<file path="src/rtl/numitron_shift_driver.sv">
// Serialises one frame of tube segment patterns into a 74HC595-style chain,
// pulses the storage latch, and drives a PWM output enable for brightness.
module numitron_shift_driver #(
    parameter int unsigned DIGITS  = 4,
    parameter int unsigned DIV     = 4,
    parameter int unsigned LATCH_W = 2
) (
    input  logic                  clk,
    input  logic                  rst,
    input  logic [7*DIGITS-1:0]   seg_data,
    input  logic [DIGITS-1:0]     dp,
    input  logic                  load_valid,
    output logic                  load_ready,
    input  logic [3:0]            bright,
    output logic                  sr_clk,
    output logic                  sr_data,
    output logic                  sr_latch,
    output logic                  sr_oe_n,
    output logic                  busy
);

    localparam int unsigned NB    = 8 * DIGITS;
    localparam int unsigned DIV_W = (DIV > 1) ? $clog2(DIV) : 1;
    localparam int unsigned BIT_W = $clog2(NB);
    localparam int unsigned LAT_W = (LATCH_W > 1) ? $clog2(LATCH_W) : 1;

    localparam logic [DIV_W-1:0] DIV_LAST = DIV_W'(DIV - 1);
    localparam logic [BIT_W-1:0] BIT_LAST = BIT_W'(NB - 1);
    localparam logic [LAT_W-1:0] LAT_LAST = LAT_W'(LATCH_W - 1);

    typedef enum logic [1:0] {
        StIdle,
        StShift,
        StLatch
    } state_e;

    state_e           state_q;
    logic [NB-1:0]    frame;
    logic [NB-1:0]    shadow_q;
    logic [DIV_W-1:0] div_cnt_q;
    logic [BIT_W-1:0] bit_cnt_q;
    logic [LAT_W-1:0] lat_cnt_q;
    logic             frame_valid_q;
    logic [3:0]       pwm_cnt_q;
    logic [3:0]       bright_q;
    logic [3:0]       bright_eff;

    // Pack digits into bytes {dp, seg g..a}; the top byte (last digit) goes out first.
    always_comb begin
        frame = '0;
        for (int unsigned d = 0; d < DIGITS; d++) begin
            frame[8*d +: 8] = {dp[d], seg_data[7*d +: 7]};
        end
    end

    // Handshake, shift sequencing and latch pulse; sr_clk doubles as the phase flag.
    always_ff @(posedge clk or posedge rst) begin
        if (rst) begin
            state_q       <= StIdle;
            shadow_q      <= '0;
            div_cnt_q     <= '0;
            bit_cnt_q     <= '0;
            lat_cnt_q     <= '0;
            frame_valid_q <= 1'b0;
            load_ready    <= 1'b1;
            busy          <= 1'b0;
            sr_clk        <= 1'b0;
            sr_data       <= 1'b0;
            sr_latch      <= 1'b0;
        end else begin
            unique case (state_q)
                StIdle: begin
                    if (load_valid && load_ready) begin
                        shadow_q   <= frame;
                        sr_data    <= frame[NB-1];
                        sr_clk     <= 1'b0;
                        div_cnt_q  <= '0;
                        bit_cnt_q  <= '0;
                        load_ready <= 1'b0;
                        busy       <= 1'b1;
                        state_q    <= StShift;
                    end
                end
                StShift: begin
                    if (div_cnt_q == DIV_LAST) begin
                        div_cnt_q <= '0;
                        if (!sr_clk) begin
                            sr_clk <= 1'b1;
                        end else begin
                            sr_clk <= 1'b0;
                            if (bit_cnt_q == BIT_LAST) begin
                                sr_latch  <= 1'b1;
                                lat_cnt_q <= '0;
                                state_q   <= StLatch;
                            end else begin
                                // Next bit goes out at the start of its low phase.
                                bit_cnt_q <= bit_cnt_q + 1'b1;
                                shadow_q  <= {shadow_q[NB-2:0], 1'b0};
                                sr_data   <= shadow_q[NB-2];
                            end
                        end
                    end else begin
                        div_cnt_q <= div_cnt_q + 1'b1;
                    end
                end
                StLatch: begin
                    if (lat_cnt_q == LAT_LAST) begin
                        sr_latch      <= 1'b0;
                        frame_valid_q <= 1'b1;
                        load_ready    <= 1'b1;
                        busy          <= 1'b0;
                        state_q       <= StIdle;
                    end else begin
                        lat_cnt_q <= lat_cnt_q + 1'b1;
                    end
                end
                default: begin
                    state_q <= StIdle;
                end
            endcase
        end
    end

    // A new brightness takes effect from the first count of each PWM period.
    always_comb begin
        bright_eff = (pwm_cnt_q == 4'd0) ? bright : bright_q;
    end

    // Free-running PWM; display stays dark until a complete frame has been latched.
    always_ff @(posedge clk or posedge rst) begin
        if (rst) begin
            pwm_cnt_q <= 4'd0;
            bright_q  <= 4'd0;
            sr_oe_n   <= 1'b1;
        end else begin
            pwm_cnt_q <= pwm_cnt_q + 4'd1;
            if (pwm_cnt_q == 4'd0) begin
                bright_q <= bright;
            end
            sr_oe_n <= ~(frame_valid_q & (pwm_cnt_q < bright_eff));
        end
    end

endmodule

</file>
<file path="config.mk">
export PLATFORM = sky130hd
export DESIGN_NAME = numitron_shift_driver
export DESIGN_NICKNAME = d
export VERILOG_FILES = /design/src/rtl/numitron_shift_driver.sv
export SDC_FILE = /design/constraint.sdc
export NUM_CORES = 1
export LEC_CHECK = 0
export ABC_CLOCK_PERIOD_IN_PS = 3300
export CORE_MARGIN = 2
export CORE_UTILIZATION = 32
export DETAILED_ROUTE_END_ITERATION = 16
export PLACE_DENSITY = 0.55
export SYNTH_ARGS = -nofsm -noshare
export SYNTH_HDL_FRONTEND = slang
export SYNTH_SLANG_ARGS = --single-unit
</file>
<file path="constraint.sdc">
create_clock -name clk -period 3.3 [get_ports clk]
set_clock_uncertainty 0.05 [all_clocks]
set_input_delay 0.66 -clock clk [delete_from_list [all_inputs] [get_ports clk]]
set_output_delay 0.66 -clock clk [all_outputs]
set_load 0.005 [all_outputs]
</file>
==> results.json, run 1 <==
{
  "status": "finished, final reports clean",
  "clk_lat_worst_skew_ns": 0.31,
  "instances_no_fill": 374,
  "routed_via_density": 5.12,
  "net_count_after_synthesis": 268,
  "ys_dominant_reg_cell": "sky130_fd_sc_hd__dfrtp_1",
  "layout-drive-gt1-share": 0.331,
  "finalCoreUtilization": 0.394,
  "cts_buffers": 5,
  "antenna_found_initial": 0,
  "netlist_instances": 221,
  "wl_um": 5880,
  "sequential_fraction_of_design_power": 0.552,
  "synth_cell_type_count": 47,
  "rsz0062_at_grt": "no",
  "static-leakage-power_nw": 1.56,
  "syn_avg_cell_area_um2": 13.7,
  "edff_count_synth": 0,
  "finalSetupTns_ns": 0,
  "cts_resized": 0,
  "ant_nets": 0,
  "startpoint_type": "register",
  "crit_path_end_kind": "register",
  "cts-root-to-sink-buffers": 2,
  "yosys_register_bits": 56,
  "ctsRootBufferMaster": "sky130_fd_sc_hd__clkbuf_8",
  "die_x_um": 101,
  "period_needed_ns": 2.46,
  "timing.rr.start": "pwm_cnt_q[0]$_DFF_PP0_",
  "tritoncts": "yes",
  "dr.first_iter.drc_count": 49,
  "gp_routability_congestion": 0.719,
  "drt-wirelength-per-cell_um": 15.7,
  "finalMaxSlewViolations": 0,
  "timing_hold_violations_final": 0,
  "floorplan.die_area_mm2": 0.0103,
  "grt_overflow_total": 0,
  "place.detailed.hpwl_um": 3950,
  "p_sw_w": 0.000267,
  "power_switching_share": 0.214,
  "cts_hold_buf": 0,
  "first_global_vias": 1998,
  "timing.max_slew.rel_slack": 0.434,
  "clock_sink_count": 56,
  "worst_r2r_path_depth": 9,
  "core_mm2": 0.00920,
  "worst-r2r-setup-slack_ns": 0.84,
  "pwr_density_cell_mw_per_mm2": 345,
  "total_power_consumption_of_the_routed_design_w": 0.00125,
  "placed_cells": 366,
  "drt_pre_antenna_iters": 4,
  "ir_drop_mv": 0.146,
  "drc": 0,
  "arrival_ns": 2.64,
  "setup_violations": 0,
  "endpoint_of_the_lowest_slack_register_to_register_path": "sr_oe_n$_DFF_PP1_",
  "grt_pass1_wl_um": 10000,
  "place.port_buffers": 44,
  "path_clk_slew_ns": 0.10,
  "grt_max_degree": 38,
  "share_comb_of_total_power": 0.081,
  "chipHeight_um": 101,
  "worstSetupPathType": "reg2reg",
  "post-cts-setup-buffer-count": 0,
  "intPower_w": 0.000981,
  "fin_nets": 309,
  "min_delay_startpoint": "bright_q[2]$_DFF_PP0_",
  "grt.total_usage": 0.122,
  "min_delay_worst_endpoint": "bright_q[2]$_DFF_PP0_",
  "whs_path_depth": 2,
  "synth-warning-count": 0,
  "synth-async-reset-ratio": 1.00,
  "antennaDiodeCount": 0,
  "detailroute.via_count": 1916,
  "seq_area_frac_synth": 0.463,
  "synthesis.area_mm2": 0.00303,
  "final_min_period_over_clock_period": 0.745,
  "placementRows": 35,
  "tightestPinTransition_ns": 0.847,
  "cts-htree-levels": 2,
  "ports_placed_on_the_boundary": 45,
  "clock_power_share": 0.368,
  "initial_core_util": 0.330,
  "worst-endpoint-required_ns": 3.48,
  "maxCapViolCount": 0,
  "min_path_type": "reg2reg",
  "max_freq_mhz": 407,
  "critPathMaxFanout": 4,
  "syn2layout_area_growth_pct": 19.4
}
==> worst max-delay path: stages, from the launching register on <==
cell and delay [ns]:
sky130_fd_sc_hd__dfrtp_1 0.43, sky130_fd_sc_hd__inv_1 0.10, sky130_fd_sc_hd__ha_1 0.13, sky130_fd_sc_hd__nor3b_2 0.39
sky130_fd_sc_hd__mux2_2 0.40, sky130_fd_sc_hd__inv_1 0.06, sky130_fd_sc_hd__ha_1 0.21, sky130_fd_sc_hd__or2_2 0.27
sky130_fd_sc_hd__a221oi_1 0.28, sky130_fd_sc_hd__a21oi_1 0.08
==> state kept, by name, indices dropped and copies added (netlist names), 2 cells and up <==
register / count
pwm_cnt_q: 4
div_cnt_q: 2
bit_cnt_q: 5
bright_q: 4
shadow_q: 31
state_q: 2
==> final cells by class <==
| class | instances | area [µm²] |
|---|---|---|
| multi-input combinational | 139 | 1440 |
| sequential | 56 | 1400 |
| inverter | 8 | 30.0 |
| timing repair buffer | 52 | 500 |
| clock buffer | 6 | 72.6 |
| fill | 902 | 5570 |
| tap | 111 | 139 |
| clock inverter | 2 | 38.8 |
==> how the worst max path moves through the flow <==
stage,slack (ns),end,from
4_1_cts,0.81,sr_oe_n$_DFF_PP1_,pwm_cnt_q[0]$_DFF_PP0_
5_1_grt,0.64,sr_oe_n$_DFF_PP1_,pwm_cnt_q[0]$_DFF_PP0_
2_1_floorplan,1.09,sr_oe_n$_DFF_PP1_,pwm_cnt_q[0]$_DFF_PP0_
6_report,0.84,sr_oe_n$_DFF_PP1_,pwm_cnt_q[0]$_DFF_PP0_
3_3_place_gp,0.66,shadow_q[8]$_DFFE_PP0P_,load_valid
3_5_place_dp,0.61,shadow_q[17]$_DFFE_PP0P_,load_valid
==> routing by layer <==
metal | track usage | vias up | part of all wire
met3 | 0.0269 | 2 | 0.043
met5 | 0 | - | 0
met1 | 0.180 | 954 | 0.50
met2 | 0.186 | 37 | 0.45
li1 | - | 923 | -
met4 | 0.0218 | 0 | 0.0031
==> layout by cell type, fill, tap and decap left out, types with 3 or more instances in the layout <==
cell type / Yosys / layout
sky130_fd_sc_hd__inv_1: 8 / 7
sky130_fd_sc_hd__clkbuf_8: 0 / 5
sky130_fd_sc_hd__clkdlybuf4s50_1: 0 / 44
sky130_fd_sc_hd__nor2_1: 4 / 4
sky130_fd_sc_hd__nand3_1: 4 / 4
sky130_fd_sc_hd__nand2_1: 7 / 6
sky130_fd_sc_hd__o21ai_0: 4 / 4
sky130_fd_sc_hd__a2bb2oi_2: 30 / 30
sky130_fd_sc_hd__a21oi_1: 5 / 5
sky130_fd_sc_hd__ha_1: 8 / 8
sky130_fd_sc_hd__nand2b_1: 5 / 5
sky130_fd_sc_hd__buf_4: 0 / 8
sky130_fd_sc_hd__dfrtp_1: 54 / 54
sky130_fd_sc_hd__mux2i_1: 3 / 3
sky130_fd_sc_hd__o22ai_2: 30 / 30
==> per-stage QoR <==
stage          cell area [µm²]  setup WS [ns]  hold WS (ns)
2_1_floorplan             3030           1.09         0.394
3_3_place_gp              3510          0.659         0.428
3_5_place_dp              3510          0.614         0.426
4_1_cts                   3620          0.813         0.451
5_1_grt                   3620          0.642         0.484
6_report                  3620          0.842         0.444
==> Yosys cell counts, types with 3 or more instances <==
| master | instances | area (µm²) |
|---|---|---|
| sky130_fd_sc_hd__a21oi_1 | 5 | 25.0 |
| sky130_fd_sc_hd__a2bb2oi_2 | 30 | 450 |
| sky130_fd_sc_hd__buf_12 | 3 | 60.1 |
| sky130_fd_sc_hd__buf_2 | 8 | 40.0 |
| sky130_fd_sc_hd__buf_6 | 6 | 67.6 |
| sky130_fd_sc_hd__dfrtp_1 | 54 | 1350 |
| sky130_fd_sc_hd__ha_1 | 8 | 100 |
| sky130_fd_sc_hd__inv_1 | 8 | 30.0 |
| sky130_fd_sc_hd__mux2i_1 | 3 | 30.0 |
| sky130_fd_sc_hd__nand2_1 | 7 | 26.3 |
| sky130_fd_sc_hd__nand2b_1 | 5 | 31.3 |
| sky130_fd_sc_hd__nand3_1 | 4 | 20.0 |
| sky130_fd_sc_hd__nor2_1 | 4 | 15.0 |
| sky130_fd_sc_hd__o21ai_0 | 4 | 20.0 |
| sky130_fd_sc_hd__o22ai_2 | 30 | 375 |
==> logic make-up (layout without fill, tap and decap cells) <==
group           Yosys count  after routing  share of synthesized area
xor+xnor                  2              2                    0.00578
mux                       5              5                     0.0173
flops                    56             56                      0.463
simple gates             39             39                     0.0813
compound gates           85             85                      0.333
buf+inv                  26             68                     0.0664
fa+ha+maj                 8              8                     0.0330
==> power groups by stage <==
stage | clock [W] | combinational (W) | sequential, W
global route | 0.000512 | 0.000110 | 0.000689
finish | 0.000459 | 0.000101 | 0.000689
detailed placement | 0 | 0.000103 | 0.000702
CTS | 0.000479 | 0.000104 | 0.000689
floorplan | 0 | 0.0000423 | 0.000702
global placement | 0 | 0.000103 | 0.000702
(Power assumes the default switching activity.)
==> run 2: changes to the inputs <==
--- a/config.mk
+++ b/config.mk
@@ -5,7 +5,7 @@
 export SDC_FILE = /design/constraint.sdc
 export NUM_CORES = 1
 export LEC_CHECK = 0
-export ABC_CLOCK_PERIOD_IN_PS = 3300
+export ABC_CLOCK_PERIOD_IN_PS = 2400
 export CORE_MARGIN = 2
 export CORE_UTILIZATION = 32
 export DETAILED_ROUTE_END_ITERATION = 16
==> constraint.sdc (replaced) <==
create_clock -name clk -period 2.4 [get_ports clk]
set_clock_uncertainty 0.05 [all_clocks]
set_input_delay 0.48 -clock clk [delete_from_list [all_inputs] [get_ports clk]]
set_output_delay 0.48 -clock clk [all_outputs]
set_load 0.005 [all_outputs]
==> results.json, run 2 (synthesis gave the netlist of run 1 again) <==
{
  "crit_path_end_kind": "register",
  "tritoncts": "yes",
  "tightestPinTransition_ns": 0.512,
  "grt_max_degree": 32,
  "finalCoreUtilization": 0.405,
  "grt_overflow_total": 0,
  "worstSetupPathType": "reg2reg",
  "wl_um": 5810,
  "startpoint_type": "register",
  "pwr_density_cell_mw_per_mm2": 470,
  "place.detailed.hpwl_um": 3810,
  "p_sw_w": 0.000373,
  "finalSetupTns_ns": 0,
  "clock_sink_count": 56,
  "final_min_period_over_clock_period": 0.925,
  "min_path_type": "in2async",
  "worst_r2r_path_depth": 9,
  "timing.max_slew.rel_slack": 0.658,
  "arrival_ns": 2.41,
  "initial_core_util": 0.330,
  "gp_routability_congestion": 0.754,
  "ctsRootBufferMaster": "sky130_fd_sc_hd__clkbuf_8",
  "path_clk_slew_ns": 0.10,
  "cts_hold_buf": 0,
  "ir_drop_mv": 0.211,
  "dr.first_iter.drc_count": 34,
  "status": "finished, final reports clean",
  "drt-wirelength-per-cell_um": 15.5,
  "power_switching_share": 0.213,
  "first_global_vias": 1910,
  "place.port_buffers": 44,
  "grt_pass1_wl_um": 9580,
  "sequential_fraction_of_design_power": 0.541,
  "routed_via_density": 5.05,
  "largest_reg_flops": 31,
  "syn2layout_area_growth_pct": 22.9,
  "drc": 0,
  "core_mm2": 0.00920,
  "die_x_um": 101,
  "ant_nets": 0,
  "cts_resized": 0,
  "mostFrequentLayoutCells": "54 x sky130_fd_sc_hd__dfrtp_1, 44 x sky130_fd_sc_hd__clkdlybuf4s50_1, 30 x sky130_fd_sc_hd__o22ai_2, 30 x sky130_fd_sc_hd__a2bb2oi_2, 8 x sky130_fd_sc_hd__ha_1",
  "setup_violations": 0,
  "critPathMaxFanout": 4,
  "placementRows": 35,
  "timing_hold_violations_final": 0,
  "antennaDiodeCount": 0,
  "clock_power_share": 0.378,
  "fin_nets": 310,
  "antenna_found_initial": 0,
  "hold_ws_ns": 0.370,
  "worst-endpoint-required_ns": 2.59,
  "intPower_w": 0.00138,
  "floorplan.die_area_mm2": 0.0103,
  "clk_lat_worst_skew_ns": 0.31,
  "reg_top3": "shadow_q (31), bit_cnt_q (5)",
  "max_flop_register": "shadow_q",
  "layout-drive-gt1-share": 0.341,
  "drt_pre_antenna_iters": 4,
  "chipHeight_um": 101,
  "static-leakage-power_nw": 1.59,
  "share_comb_of_total_power": 0.081,
  "ports_placed_on_the_boundary": 45,
  "detailroute.via_count": 1894,
  "rsz0062_at_grt": "no",
  "grt.total_usage": 0.116,
  "max_freq_mhz": 450,
  "cts_buffers": 5,
  "mostFrequentLayoutCell": "sky130_fd_sc_hd__dfrtp_1",
  "finalMaxSlewViolations": 0,
  "maxCapViolCount": 0,
  "post-cts-setup-buffer-count": 0,
  "post-route-worst-setup-slack_ns": 0.180,
  "cts-root-to-sink-buffers": 2,
  "period_needed_ns": 2.22,
  "detailedPlace.worstSlack_ns": 0.199,
  "cts-htree-levels": 2
}
==> run 2: power groups by stage <==
| stage | Clock (W) | Combinational [W] | Sequential [W] |
|---|---|---|---|
| detailed placement | 0 | 0.000143 | 0.000966 |
| floorplan | 0 | 0.0000582 | 0.000965 |
| global route | 0.000732 | 0.000153 | 0.000948 |
| global placement | 0 | 0.000144 | 0.000966 |
| finish | 0.000662 | 0.000141 | 0.000947 |
| CTS | 0.000689 | 0.000145 | 0.000947 |
==> run 2: path summary, 6_finish.rpt <==
path	slack [ns]	startpoint	end
max reg2reg	0.18	pwm_cnt_q[0]$_DFF_PP0_	sr_oe_n$_DFF_PP1_
min in group clk	0.45	bright_q[3]$_DFF_PP0_	bright_q[3]$_DFF_PP0_
max in group asynchronous	1.36	rst	sr_oe_n$_DFF_PP1_
min	0.37	rst	sr_latch$_DFFE_PP0P_
min reg2reg	0.45	bright_q[3]$_DFF_PP0_	bright_q[3]$_DFF_PP0_
max	0.18	pwm_cnt_q[0]$_DFF_PP0_	sr_oe_n$_DFF_PP1_
==> run 2: area by class of cell <==
type | count | area (µm²)
flip-flops and latches | 56 | 1400
well taps | 111 | 139
fillers | 886 | 5470
clock inverters | 2 | 38.8
repair buffers | 53 | 583
multi-input cells | 139 | 1450
inverters | 8 | 30.0
clock buffers | 6 | 82.6
==> run 2: per-stage QoR <==
step,total power (W),cell area [µm²],std cells
after detailed placement,0.00111,3590,367
after global placement,0.00111,3590,367
final,0.00175,3730,375
after global routing,0.00183,3730,375
after floorplan,0.00102,3030,221
after CTS,0.00178,3710,375
==> run 2: metal layers <==
layer / up-vias / part of all wire / routed length [µm] / track usage
met5: - / 0 / 0 / 0
met4: 0 / 0.0072 / 42 / 0.0218
met3: 6 / 0.040 / 232 / 0.0324
met2: 35 / 0.42 / 2460 / 0.173
met1: 928 / 0.53 / 3080 / 0.170
li1: 925 / - / - / -
==> run 2: worst max-delay path: stages, from the launching register on <==
cell,delay (ns)
sky130_fd_sc_hd__dfrtp_1,0.43
sky130_fd_sc_hd__inv_1,0.09
sky130_fd_sc_hd__ha_1,0.14
sky130_fd_sc_hd__nor3b_4,0.20
sky130_fd_sc_hd__mux2_2,0.36
sky130_fd_sc_hd__inv_1,0.06
sky130_fd_sc_hd__ha_1,0.21
sky130_fd_sc_hd__or2_2,0.27
sky130_fd_sc_hd__a221oi_1,0.26
sky130_fd_sc_hd__a21oi_1,0.07
==> RTL edit 1, RTL diff (settings of run 1) <==
Set the parameter `LATCH_W` to 1 (it was 2).
--- a/src/rtl/numitron_shift_driver.sv
+++ b/src/rtl/numitron_shift_driver.sv
@@ -3,7 +3,7 @@
 module numitron_shift_driver #(
     parameter int unsigned DIGITS  = 4,
     parameter int unsigned DIV     = 4,
-    parameter int unsigned LATCH_W = 2
+    parameter int unsigned LATCH_W = 1
 ) (
     input  logic                  clk,
     input  logic                  rst,
Function: same outputs for any inputs over 10 cycles, from zero or initial values and one cycle with rst high; that may be too few to reach the edited logic, so the function may still have changed.
==> RTL edit 1 against run 1 <==
  * Worst setup slack better by 0.031 ns
  * Synthesized area is 6.6% lower
  * First-iteration DRC count is 41% higher
  * Total power is 3.5% lower
  * Final cell count is 4.8% lower
  * Sequential cell count is 1 lower
  * Cell area is 4.8% lower
  * Routed wire length is 8.2% lower
  * Count of clock-buffer cells in the layout is 1 lower
  * Via count is 4.4% lower
  * Synthesized cell count is 6.3% lower
  * Critical path type unchanged
  * Critical endpoint unchanged
  * Largest cell class is now sequential cells
  * Largest power group unchanged
==> RTL edit 1: results (changes against run 1) <==
- Final #Nets: 294 (-4.9%)
- Seq/Total Area, Yosys: 0.4865 (+0.02366)
- CP Capture Point: sr_oe_n$_DFF_PP1_
- Worst Hold Depth: 1 (-1)
- Slowest-stage cell, CP: dfrtp_1
- Leak Pwr: 1.484 nW (-5.2%)
- Min-delay src: frame_valid_q$_DFFE_PP0P_
- FF-to-FF setup slack: 0.87 ns (+0.03 ns)
- Biggest regs: shadow_q x31, bit_cnt_q x5
- YS warnings: 0 (unchanged)
- Largest net degree at the start of global routing: 56 (+47%)
- Cell Pwr Density: 349.5 mW/mm² (+1.4%)
- DRC violation total after the first TritonRoute iteration: 69 (+41%)
- Max VDD drop: 0.1526 mV (+4.8%)
- Hold WC Path Type: flip-flop to flip-flop
- Vias in the first global route: 1,844 (-7.7%)
- First-pass GRT wire length: 9432 µm (-5.9%)
- H-tree levels: 2 (unchanged)
- WL per Instance: 15.16 µm (-3.6%)
- Post-place instance area: 0.003332 mm² (-5.1%)
- Latest clock arrival within the worst-skew pair: 0.31 ns (about the same)
- Status: finished, final reports clean
- Met2 wire length: 2452 µm (-8.2%)
- CP peak stage delay: 0.43 ns (about the same)
- Worst Hold Path EP: frame_valid_q$_DFFE_PP0P_
- Clock slew at reported path FFs: 0.10 ns (about the same)
- Ys async rst share: 1.000 (unchanged)
- Synth area leaders: dfrtp_1 (47%), o22ai_2 (13%), a2bb2oi_2 (11%)
- R2R depth: 9 (unchanged)
- WP data arrival: 2.60 ns (-0.04 ns)
- Crit path max-delay family: simple AND/OR/NAND/NOR gates
- Met3 wire len: 145 µm (-42%)
- Layout cells sized above 1: 0.2903 (-0.04048)
- Ant. Diodes: 0 (unchanged)
- Fillcell total: 850 (-5.8%)
- Top sig layer: met4
- Vias per Instance: 5.146 (+0.45%)
- Drt pass-1 iters: 4 (unchanged)
- Top post-synthesis cells by count: dfrtp_1 (53), o22ai_2 (30), a2bb2oi_2 (20)
- Library cells used by synthesis: 43 (-8.5%)
- DP HPWL: 3489 µm (-12%)
- Gr usage total: 0.1190 (-0.002780)
- Syn Nets: 254 (-5.2%)
- Met1 WL: 2721 µm (-7.4%)
- Slew HR: 0.5391 (+0.1049)
- Final GP Congestion: 0.7231 (+0.63%)
- Switching portion of total power: 0.2122 (-0.001769)
- Root Buffer: clkbuf_8
-- RTL edit 1: area by class of cell --
cell class | count | area share
repair buffers | 49 | 0.1386
inverters | 7 | 0.007620
clock buffers | 5 | 0.01996
clock inverters | 3 | 0.01379
multi-input cells | 129 | 0.3810
flip-flops and latches | 55 | 0.3999
well taps | 108 | 0.03919
-- RTL edit 1: cells by family (layout without fill, tap and decap cells) --
| group | Yosys count | count (layout) | share of synthesized area |
|---|---|---|---|
| fa+ha+maj | 8 | 8 | 0.03532 |
| simple gates | 35 | 35 | 0.07903 |
| xor+xnor | 2 | 2 | 0.006182 |
| mux | 5 | 5 | 0.01854 |
| compound gates | 79 | 79 | 0.3219 |
| buf+inv | 23 | 64 | 0.05254 |
| flops | 55 | 55 | 0.4865 |
-- RTL edit 1: metrics by stage --
stage / setup slack, ns / power [mW] / hold slack (ns) / cells
detailed placement: 0.7126 / 0.7623 / 0.4066 / 348
global route: 0.6890 / 1.263 / 0.4631 / 356
finish: 0.8736 / 1.205 / 0.4437 / 356
CTS: 0.8260 / 1.226 / 0.4440 / 356
floorplan: 1.090 / 0.7044 / 0.3858 / 207
global placement: 0.8050 / 0.7625 / 0.4091 / 348
-- RTL edit 1: routing by layer --
layer	global-route usage	up-vias
li1	-	870
met1	0.1703	929
met2	0.1797	27
met3	0.02649	6
met4	0.03846	0
met5	0	-
-- RTL edit 1: power groups by stage --
stage	Clock (mW)	Sequential, mW	Combinational, mW
after floorplan	0	0.690	0.0148
after global placement	0	0.690	0.0728
after detailed placement	0	0.690	0.0726
after CTS	0.476	0.677	0.0731
after global routing	0.508	0.677	0.0778
final	0.458	0.677	0.0704
==> RTL edit 2, RTL diff (config.mk and constraints of run 1) <==
Made on the original files. Encoding of `state_e`: now one-hot (3 bits for 3 states).
--- a/src/rtl/numitron_shift_driver.sv
+++ b/src/rtl/numitron_shift_driver.sv
@@ -28,10 +28,10 @@
     localparam logic [BIT_W-1:0] BIT_LAST = BIT_W'(NB - 1);
     localparam logic [LAT_W-1:0] LAT_LAST = LAT_W'(LATCH_W - 1);
 
-    typedef enum logic [1:0] {
-        StIdle,
-        StShift,
-        StLatch
+    typedef enum logic [2:0] {
+        StIdle  = 3'b001,
+        StShift = 3'b010,
+        StLatch = 3'b100
     } state_e;
 
     state_e           state_q;
Function: no difference found for any inputs over 10 cycles, from zero or initial values and one cycle with rst high; not proved beyond that.
==> RTL edit 2 against run 1 <==
  * Sequential cell count is 1 higher
  * Worst setup slack worse by 0.11 ns
  * Critical path depth is 4 lower
  * Synthesized area is 13% lower
  * Routed wire length is 2.9% lower
  * Cell area is 6.6% lower
  * Global-route usage is 1.7 points higher
  * Worst hold slack worse by 0.015 ns
  * Die area is 12% lower
  * Sequential share of layout area is 3.5 points higher
  * Final cell count is 18% higher
Power is not compared: it rests on default switching activity, and its combinational part moved more than twofold at a synthesized area within 25%.
==> RTL edit 2: results (changes against run 1) <==
- DRC violation total after the first TritonRoute iteration: 94 (+92%)
- Synth area leaders: dfrtp_1 (51%), a21oi_1 (7.4%), nand2_1 (6.7%)
- R2R depth: 5 (-4)
- Drt pass-1 iters: 5 (+1)
- Worst Hold Path EP: frame_valid_q$_DFFE_PP0P_
- Leak Pwr: 1.515 nW
- Hold WC Path Type: flip-flop to flip-flop
- Top fanout value on the critical path: 39 (+35)
- Post-CTS setup buffers: 0 (unchanged)
- Max VDD drop: 0.2670 mV
- CTS resizes: 0 (unchanged)
- Area growth syn-to-layout: 27.65%
- YS warnings: 0 (unchanged)
- Ant. Diodes: 0 (unchanged)
- PortBufs: 44 (unchanged)
- Min-delay src: frame_valid_q$_DFFE_PP0P_
- Status: finished, final reports clean
- Vias per Instance: 4.792 (-6.5%)
- Seq/Total Area, Yosys: 0.5394 (+0.07653)
- Clock slew at reported path FFs: 0.07 ns (-0.03 ns)
- Post-place instance area: 0.003181 mm² (-9.4%)
- FF-to-FF setup slack: 0.74 ns (-0.11 ns)
- WP data arrival: 2.78 ns (+0.14 ns)
- Post-synth EDFFs: 0 (unchanged)
- Crit path max-delay family: compound AO/OA/AOI/OAI gates
- TritonCTS Buffers: 9 (+4)
- Placed Cells: 427 (+17%)
- Slowest-stage cell, CP: o32a_1
- Vias in the first global route: 2,120 (+6.1%)
- Biggest regs: shadow_q x31, bit_cnt_q x5
- WS Path Type: flip-flop to flip-flop
- Gr usage total: 0.1387 (+0.01691)
- CP Launch Point: state_q[0]$_DFFE_PP1P_
- Slew HR: 0.3869 (-0.04726)
- Crit Reg-Reg Endpoint: shadow_q[14]$_DFFE_PP0P_
- Largest net degree at the start of global routing: 40 (+5.3%)
- WL final: 5710 µm (-2.9%)
- Synth Instances: 286 (+29%)
- H-tree levels: 3 (+1)
- Initial antenna violation count: 0 (unchanged)
- WL per Instance: 12.89 µm (-18%)
- Layout cells sized above 1: 0.1065 (-0.2243)
- Final #Nets: 380 (+23%)
- Reg2Reg Launch Point: state_q[0]$_DFFE_PP1P_
- Root Buffer: clkbuf_8
- DP HPWL: 3703 µm (-6.2%)
- Latest clock arrival within the worst-skew pair: 0.34 ns (+0.03 ns)
- CP peak stage delay: 0.84 ns (+0.41 ns)
- Worst Hold Depth: 1 (-1)
- First-pass GRT wire length: 9687 µm (-3.4%)
- Final GP Congestion: 0.7338 (+2.1%)
- Max Root-Sink Buffers: 2 (unchanged)
- Library cells used by synthesis: 34 (-28%)
- Ys async rst share: 1.000 (unchanged)
- Top post-synthesis cells by count: dfrtp_1 (54), nand2_1 (47), a21oi_1 (39)
- Syn Nets: 333 (+24%)
## RTL edit 2: changes by cell type in the layout (fill, tap and decap cells not counted), moves of 11 or more
cell       delta
o22ai_2      -30
o21ai_1      +22
a2bb2oi_2    -30
a21oi_1      +34
nand2_1      +41
nor2_1       +33
o21ai_0      +11
## RTL edit 2: final cells by class
type / count / area, µm²
flip-flops and latches: 57 / 1430
inverters: 6 / 22.52
repair buffers: 51 / 493.0
fillers: 811 / 4750
multi-input cells: 208 / 1104
clock inverters: 6 / 66.31
well taps: 105 / 131.4
clock buffers: 10 / 137.6
## RTL edit 2: power by group
| part | switching, mW | leakage, nW | internal [mW] |
|---|---|---|---|
| Combinational | 0.148 | 0.702 | 0.179 |
| Clock | 0.297 | 0.0949 | 0.370 |
| Sequential | 0.146 | 0.718 | 0.937 |
## RTL edit 2: layer usage
metal / global-route usage / up-vias / part of all wire
li1: - / 1060 / -
met1: 0.1805 / 1003 / 0.48
met2: 0.2122 / 49 / 0.44
met3: 0.04348 / 11 / 0.060
met4: 0.06280 / 0 / 0.019
met5: 0 / - / 0
## RTL edit 2: stage by stage
| step | setup slack [ns] | hold WS [ns] |
|---|---|---|
| after global placement | 0.5674 | 0.4175 |
| final | 0.7358 | 0.4291 |
| after floorplan | 1.014 | 0.3934 |
| after detailed placement | 0.5495 | 0.4162 |
| after CTS | 0.6974 | 0.4313 |
| after global routing | 0.5058 | 0.4592 |
## RTL edit 2: logic make-up (layout without fill, tap and decap cells)
group | count (synthesis) | in the layout | synth area share
adders and majority gates | 8 | 8 | 0.03776
DFF | 57 | 57 | 0.5394
and+or+nand+nor | 108 | 108 | 0.1817
xor gates and xnor gates | 3 | 3 | 0.009912
buffers and inverters | 21 | 73 | 0.04436
muxes | 5 | 5 | 0.02029
AOI/OAI and AO/OA | 84 | 84 | 0.1666
